[src/rtl/stopwatch_pkg.sv]
`timescale 1ns/1ps
`default_nettype none
// ============================================================================
// Module      : stopwatch_pkg
// Description : Shared types and constants for the tick stopwatch.
// Revision    : 1.0 - initial release
// ============================================================================
package stopwatch_pkg;

    localparam int c_BCD_W = 4;

    typedef enum logic [1:0] {
        ST_IDLE  = 2'd0,
        ST_RUN   = 2'd1,
        ST_PAUSE = 2'd2
    } state_t;

    // Active-low segment patterns, bit order {g,f,e,d,c,b,a}
    localparam logic [6:0] c_SEG_0     = 7'b1000000;
    localparam logic [6:0] c_SEG_1     = 7'b1111001;
    localparam logic [6:0] c_SEG_2     = 7'b0100100;
    localparam logic [6:0] c_SEG_3     = 7'b0110000;
    localparam logic [6:0] c_SEG_4     = 7'b0011001;
    localparam logic [6:0] c_SEG_5     = 7'b0010010;
    localparam logic [6:0] c_SEG_6     = 7'b0000010;
    localparam logic [6:0] c_SEG_7     = 7'b1111000;
    localparam logic [6:0] c_SEG_8     = 7'b0000000;
    localparam logic [6:0] c_SEG_9     = 7'b0010000;
    localparam logic [6:0] c_SEG_BLANK = 7'b1111111;

    function automatic logic [6:0] seg_decode(input logic [c_BCD_W-1:0] digit);
        logic [6:0] pattern;
        case (digit)
            4'd0:    pattern = c_SEG_0;
            4'd1:    pattern = c_SEG_1;
            4'd2:    pattern = c_SEG_2;
            4'd3:    pattern = c_SEG_3;
            4'd4:    pattern = c_SEG_4;
            4'd5:    pattern = c_SEG_5;
            4'd6:    pattern = c_SEG_6;
            4'd7:    pattern = c_SEG_7;
            4'd8:    pattern = c_SEG_8;
            4'd9:    pattern = c_SEG_9;
            default: pattern = c_SEG_BLANK;
        endcase
        return pattern;
    endfunction

endpackage
`default_nettype wire

[src/rtl/seg_scan.sv]
`timescale 1ns/1ps
`default_nettype none
// ============================================================================
// Module      : seg_scan
// Description : Multiplexed active-low seven-segment scanner for a BCD bus.
// Revision    : 1.0 - initial release
// ============================================================================
module seg_scan
    import stopwatch_pkg::*;
#(
    parameter int DIGITS   = 4,
    parameter int SCAN_DIV = 50000
) (
    input  logic                        clk,
    input  logic                        rst,
    input  logic [c_BCD_W*DIGITS-1:0]   bcd,
    output logic [6:0]                  seg,
    output logic [DIGITS-1:0]           an
);

    localparam int                 c_CNT_W    = (SCAN_DIV > 1) ? $clog2(SCAN_DIV) : 1;
    localparam int                 c_IDX_W    = (DIGITS > 1) ? $clog2(DIGITS) : 1;
    localparam logic [c_CNT_W-1:0] c_CNT_LAST = c_CNT_W'(SCAN_DIV - 1);
    localparam logic [c_IDX_W-1:0] c_IDX_LAST = c_IDX_W'(DIGITS - 1);

    logic [c_CNT_W-1:0]  r_cnt;
    logic [c_IDX_W-1:0]  r_idx;
    logic [6:0]          r_seg;
    logic [DIGITS-1:0]   r_an;
    logic [c_BCD_W-1:0]  w_digit;
    logic [DIGITS-1:0]   w_an;

    always_comb begin
        w_digit = '0;
        w_an    = '1;
        for (int i = 0; i < DIGITS; i++) begin
            if (r_idx == c_IDX_W'(i)) begin
                w_digit = bcd[i*c_BCD_W +: c_BCD_W];
                w_an[i] = 1'b0;
            end
        end
    end

    // seg/an are loaded from the same index in one register stage, so each
    // slot is a full SCAN_DIV cycles and the two never disagree.
    always_ff @(posedge clk) begin
        if (rst) begin
            r_cnt <= '0;
            r_idx <= '0;
            r_seg <= c_SEG_BLANK;
            r_an  <= '1;
        end else begin
            r_seg <= seg_decode(w_digit);
            r_an  <= w_an;
            if (r_cnt == c_CNT_LAST) begin
                r_cnt <= '0;
                r_idx <= (r_idx == c_IDX_LAST) ? '0 : r_idx + 1'b1;
            end else begin
                r_cnt <= r_cnt + 1'b1;
            end
        end
    end

    assign seg = r_seg;
    assign an  = r_an;

endmodule
`default_nettype wire

[src/rtl/tick_stopwatch.sv]
`timescale 1ns/1ps
`default_nettype none
// ============================================================================
// Module      : tick_stopwatch
// Description : BCD stopwatch counting divider ticks, with multiplexed display.
// Revision    : 1.0 - initial release
// ============================================================================
module tick_stopwatch
    import stopwatch_pkg::*;
#(
    parameter int DIGITS   = 4,
    parameter int SCAN_DIV = 50000
) (
    input  logic                        clk,
    input  logic                        rst,
    input  logic                        tick_in,
    input  logic                        start_stop,
    input  logic                        clr,
    output logic [c_BCD_W*DIGITS-1:0]   bcd,
    output logic                        running,
    output logic                        wrap,
    output logic [6:0]                  seg,
    output logic [DIGITS-1:0]           an
);

    logic                        r_tick_q;
    logic                        r_edge;
    state_t                      r_state;
    state_t                      w_state_nxt;
    logic                        r_running;
    logic                        r_wrap;
    logic [c_BCD_W*DIGITS-1:0]   r_bcd;
    logic [c_BCD_W*DIGITS-1:0]   w_bcd_inc;
    logic [c_BCD_W-1:0]          w_dig;
    logic                        w_carry;
    logic                        w_all_nines;
    logic                        w_count;

    assign w_count = r_edge && (r_state == ST_RUN);

    always_comb begin
        w_state_nxt = r_state;
        if (clr) begin
            w_state_nxt = ST_IDLE;
        end else if (start_stop) begin
            case (r_state)
                ST_IDLE:  w_state_nxt = ST_RUN;
                ST_RUN:   w_state_nxt = ST_PAUSE;
                ST_PAUSE: w_state_nxt = ST_RUN;
                default:  w_state_nxt = ST_IDLE;
            endcase
        end
    end

    // Ripple decimal increment; all-nines flags the roll-over to zero.
    always_comb begin
        w_bcd_inc   = r_bcd;
        w_dig       = '0;
        w_carry     = 1'b1;
        w_all_nines = 1'b1;
        for (int i = 0; i < DIGITS; i++) begin
            w_dig = r_bcd[i*c_BCD_W +: c_BCD_W];
            if (w_dig != 4'd9) begin
                w_all_nines = 1'b0;
            end
            if (w_carry) begin
                if (w_dig == 4'd9) begin
                    w_bcd_inc[i*c_BCD_W +: c_BCD_W] = 4'd0;
                end else begin
                    w_bcd_inc[i*c_BCD_W +: c_BCD_W] = w_dig + 4'd1;
                    w_carry = 1'b0;
                end
            end
        end
    end

    always_ff @(posedge clk) begin
        if (rst) begin
            r_tick_q  <= 1'b0;
            r_edge    <= 1'b0;
            r_state   <= ST_IDLE;
            r_running <= 1'b0;
            r_wrap    <= 1'b0;
            r_bcd     <= '0;
        end else begin
            r_tick_q  <= tick_in;
            r_edge    <= tick_in & ~r_tick_q;
            r_state   <= w_state_nxt;
            r_running <= (w_state_nxt == ST_RUN);
            r_wrap    <= 1'b0;
            if (clr) begin
                r_bcd <= '0;
            end else if (w_count) begin
                r_bcd  <= w_bcd_inc;
                r_wrap <= w_all_nines;
            end
        end
    end

    seg_scan #(
        .DIGITS   (DIGITS),
        .SCAN_DIV (SCAN_DIV)
    ) u_seg_scan (
        .clk (clk),
        .rst (rst),
        .bcd (r_bcd),
        .seg (seg),
        .an  (an)
    );

    assign bcd     = r_bcd;
    assign running = r_running;
    assign wrap    = r_wrap;

endmodule
`default_nettype wire
[config.mk]
export PLATFORM = sky130hd
export DESIGN_NAME = tick_stopwatch
export DESIGN_NICKNAME = d
export VERILOG_FILES = /design/src/rtl/stopwatch_pkg.sv /design/src/rtl/seg_scan.sv /design/src/rtl/tick_stopwatch.sv
export SDC_FILE = /design/constraint.sdc
export NUM_CORES = 1
export LEC_CHECK = 0
export ABC_CLOCK_PERIOD_IN_PS = 3100
export CAP_MARGIN = 0
export CORE_ASPECT_RATIO = 1.2
export CORE_MARGIN = 5
export CORE_UTILIZATION = 35
export DETAILED_ROUTE_END_ITERATION = 16
export SETUP_SLACK_MARGIN = 0.2
export SLEW_MARGIN = 10
export SYNTH_ARGS = -nofsm -noshare
export SYNTH_HDL_FRONTEND = slang
export SYNTH_SLANG_ARGS = --single-unit
export TNS_END_PERCENT = 30
[constraint.sdc]
create_clock -name clk -period 3.1 [get_ports clk]
set_input_delay 0.465 -clock clk [delete_from_list [all_inputs] [get_ports clk]]
set_output_delay 0.465 -clock clk [all_outputs]
set_load 0.01 [all_outputs]
; After elaboration in Yosys (flattened, before gate mapping)
; Memories as Yosys holds them, arrays and structs flattened. A register that Yosys moved wholly into a read port is not among the register bits.
; Index checks and enable logic that the tools add are counted.
[word_totals]
register_bits = 44
rom_bits = 112
out_inout_bits = 29
memories = 1
[classes]
addsub = 6
eq_ne = 15
n_mux = 22
bitwise_logic = 3
reduce_logical = 10
[memory_table]
columns = memory, words, width, read_ports, rd_clocked_by_memory_dff, write_ports, line
row1 = (name not given), 16, 7, 1, 1, 0, stopwatch_pkg.sv:33  ; case (digit)
[op_table]
columns = cell, count
row1 = $mux 4, 8
row2 = $add 16x1->16 const B, 1
row3 = $add 4x1->4 const B, 4
row4 = $eq 16x16->1 const B, 1
row5 = $eq 4x4->1 const B, 4
row6 = $ne 4x4->1 const B, 4
row7 = $mux 1, 10
row8 = $eq 2x1->1 const B, 3
row9 = $eq 2x2->1 const B, 3
row10 = $mux 2, 3
row11 = $reduce_and 2->1, 3
row12 = $reduce_or 2->1, 3
row13 = $reduce_or 6->1, 1
row14 = $logic_not 2->1, 2
row15 = $pmux 2 s2, 1
row16 = $add 2x1->2 const B, 1
row17 = $not 1->1, 2
row18 = $and 1x1->1, 1
row19 = $logic_and 1x1->1, 1

; Longest topological paths before layout
[logic_depth]
word_depth = 6
mapped_depth = 10

; By module
; From an unflattened synthesis, not the netlist that was laid out.
[hier_totals]
hier_cells = 264
area_unflattened_um2 = 2368.5
[modules_own_cells]
columns = module, instances, cells_each, area_each_um2, seq_area_each_um2
row1 = seg_scan, 1, 149, 1351.3, 580.6
row2 = tick_stopwatch, 1, 115, 1017.2, 440.4

; Least setup slack after synthesis
; Ideal clock, no wire load.
[synth_timing]
path_type = reg-to-reg
from = reg u_seg_scan.r_idx[1]
to = reg u_seg_scan.r_seg[1] (netlist: u_seg_scan.seg[1])
setup_ps = 123
arrival_ps = 1843
t_required_ps = 2977
path_slack_ps = 1134
path_stages_with_launch = 10
path_buffers = 1
period_less_slack_ps = 1966
path_cell_list = dfxtp_1 -> inv_1 -> ha_1 -> buf_2 -> nand3b_1 -> a211oi_2 -> ha_1 -> nand2_1 -> a21oi_1 -> or2_2
[synth_via]
elab_chain_cells = 5
[synth_rtl]
columns = element, line
row1 = start: declaration, seg_scan.sv:27  ; logic [c_IDX_W-1:0] r_idx;
row2 = start signal: assignment, seg_scan.sv:57  ; r_idx <= (r_idx == c_IDX_LAST) ? '0 : r_idx + 1'b1;
row3 = $logic_not 2->1, seg_scan.sv:37  ; if (r_idx == c_IDX_W'(i)) begin
row4 = $mux 4 (3 in a row), seg_scan.sv:37
row5 = $mux 4 *, seg_scan.sv:37
row6 = end: declaration, seg_scan.sv:28  ; logic [6:0] r_seg;
; Mark *: on every way between the ends. The rest lies on a longest branch, timed or not.
; A chain may end at the register's enable or synchronous reset.

; Worst setup path after layout
[layout_timing]
from = reg u_seg_scan.r_idx[0]
to = reg u_seg_scan.r_seg[1] (netlist: u_seg_scan.seg[1])
; Same word-level chain as after synthesis.

==> flow_summary.ini <==
[synthesis]
synth_area_per_cell_sq_um = 8.81
synth_xor_area_frac = 0.0779
ys_ff_latch = 51
syn_inst = 268
synth_common_cells = 51 x dfxtp_1, 39 x nor2_1, 24 x nand2_1
synthesis.area_sq_mm = 0.00236
synth_fa_ha_area_frac = 0.0318
synth_compound_area_frac = 0.108
synth-edff-count = 0
synth_flop_cell = dfxtp_1
async_reset_ff_frac = 0
synthMuxAreaShare = 0.0212
synthSimpleGateAreaFrac = 0.298
yosys.cell_types.count = 41
yosys_warnings = 0
synth_top_area_share = 0.432
ys_seq_area_frac = 0.432
synth_area_leaders = dfxtp_1 43%, nor2_1 6.2%, xor2_1 4.1%, nand2_1 3.8%, xnor2_1 3.7%
yosys.area.top_type = dfxtp_1
synth.most_common_cell = dfxtp_1
synth_nets = 279
synth_top_family_by_area = simple AND/OR/NAND/NOR gates

[clock_tree]
htreeDepth = 2
postCtsHoldBufs = 0
cts_root_buf = clkbuf_8
cts_tree = yes
clk_path_buf_depth = 2
post-cts-setup-buffers = 0
numCtsBuffers = 5
post_cts_resized = 0
clock_latency_ps = 300
clkTransAtPathRegs_ps = 80
cts.sink_count = 51

[hold_path]
hp-start = r_tick_q
hold_path_class = reg2reg

[timing]
setup_ws_ps = 940
worst_slew_pin_slew_ps = 594
rsz0062_at_grt = no
hold_viol_final = 0
max_freq_mhz = 463
tns_ps = 0
finalSetupViolCount = 0
hold_ws_ps = 382
post-route-min-period_ps = 2160
min_period_over_period = 0.697
clock_skew_ps = 3.57
maxSlewHeadroom = 0.604
drv_slew = 0

[place]
place_ws_ps = 945
hpwlAfterDp_mm = 3.48
dp_cells = 379
dpl-instance-area_sq_mm = 0.00276
place.gp.congestion = 0.801
portBuffers = 33

[floorplan]
placeableCoreArea_sq_mm = 0.00649
rows = 32
io_pins = 34
start_util = 0.364
die_w_um = 85.0
die_h_um = 100
die_area_sq_mm = 0.00849

[routing]
drc = 0
viasPerCell = 4.81
routedWlPerCell_um = 11.8
wirelength_mm = 4.57
dr_total_vias = 1856
ant_nets = 0
drt-initial-drc-count = 67
first_pass_iters = 4

[power_and_ir_drop]
p_per_area_mw_per_mm2 = 385
peakVddDrop_uv = 267
power_leakage_nw = 1.03
finalPower_mw = 1.10

[grt]
grt_pass1_vias = 1708
grt_pass1_wl_mm = 7.85
overflow = 0
antenna_found_initial = 0
grt_max_degree = 21
grt_usage = 0.112

[critical_path]
crit_slowest_cell = ha_1
crit_family = adder cells
path_cells = ha_1 > a211oi_1 > a211oi_2 > ha_1 > nand2_1 > a21oi_1 > or2_2
rrSetupSlack_ps = 940
slowest_delay_ps = 430
rr_startpoint = u_seg_scan.r_idx[0]
cp_data_arrival_time_ps = 2350
cpMostUsedCell = ha_1
worst_setup_path_start_kind = flop
cp-startpoint = u_seg_scan.r_idx[0]
end_kind = flop
required_ps = 3290
path_buf_inv = 0
crit_type = reg2reg
crit_path_max_fanout = 13

[final_layout]
fillers = 652
multi_input_area_sq_mm = 0.00127
instances_no_fill = 386
seqCellArea_sq_mm = 0.00102
final_layout_size_suffix_gt1_frac = 0.0532
fin_util = 0.439
design_area_sq_mm = 0.00285
syn2layout_area_growth_pct = 20.7
nNetsFinal = 312
antennaDiodeCount = 0

[run_status]
outcome = completed

[flow_run]
maxCapViolations = 0
[layout make-up]
type | instances | share of cell area
clock inverter | 1 | 0.00176
multi-input combinational | 201 | 0.445
sequential | 51 | 0.358
clock buffer | 6 | 0.0290
inverter | 8 | 0.0105
timing repair buffer | 34 | 0.119
tap | 85 | 0.0373
[registers in the layout, summed over array words and instances (netlist names)]
register,count
r_tick_q,1
u_seg_scan.seg,7
u_seg_scan.r_idx,2
running,1
wrap,1
u_seg_scan.an,4
u_seg_scan.r_cnt,16
r_edge,1
bcd,16
r_state,2
[cells by family (layout without fill, tap and decap cells)]
logic type      count (synthesis)  count (layout)
flops                          51              51
mux                             5               5
fa+ha+maj                       6               6
compound gates                 39              39
buf+inv                        16              49
simple gates                  130             130
xor+xnor                       21              21
[worst paths after layout]
| path | cells past startpoint | endpoint |
|---|---|---|
| max | 7 | u_seg_scan.seg[1] |
| max reg2reg | 7 | u_seg_scan.seg[1] |
| min reg2reg | 1 | r_edge |
| min | 1 | r_edge |
[routing by layer]
metal | GRT usage | vias up | wire length (um)
li1 | - | 971 | -
met2 | 0.188 | 39 | 2150
met5 | 0 | - | 0
met3 | 0.0255 | 8 | 241
met1 | 0.138 | 838 | 2090
met4 | 0.0475 | 0 | 90
[placed cells by master (no fill, tap or decap), drive strengths merged, types with 3 or more instances in the layout]
master | netlist | routed
nand2b | 11 | 11
inv | 8 | 8
nand2 | 24 | 24
a211oi | 4 | 4
and2b | 3 | 3
mux2i | 5 | 5
o21ai | 9 | 9
or3 | 3 | 3
xor2 | 11 | 11
ha | 6 | 6
nand3 | 6 | 6
dfxtp | 51 | 51
clkbuf | 4 | 6
clkdlybuf4s50 | 0 | 33
and2 | 3 | 3
nand4 | 6 | 6
xnor2 | 10 | 10
nor3 | 6 | 6
nor3b | 7 | 7
nand3b | 4 | 4
nor2b | 9 | 9
a21o | 4 | 4
nor2 | 39 | 39
a21oi | 14 | 14
[where the power goes]
| part | switching [mW] | total [mW] | internal (mW) |
|---|---|---|---|
| combinational | 0.0227 | 0.0472 | 0.0246 |
| sequential | 0.00532 | 0.671 | 0.666 |
| clock | 0.204 | 0.379 | 0.175 |
(Power assumes the default switching activity.)
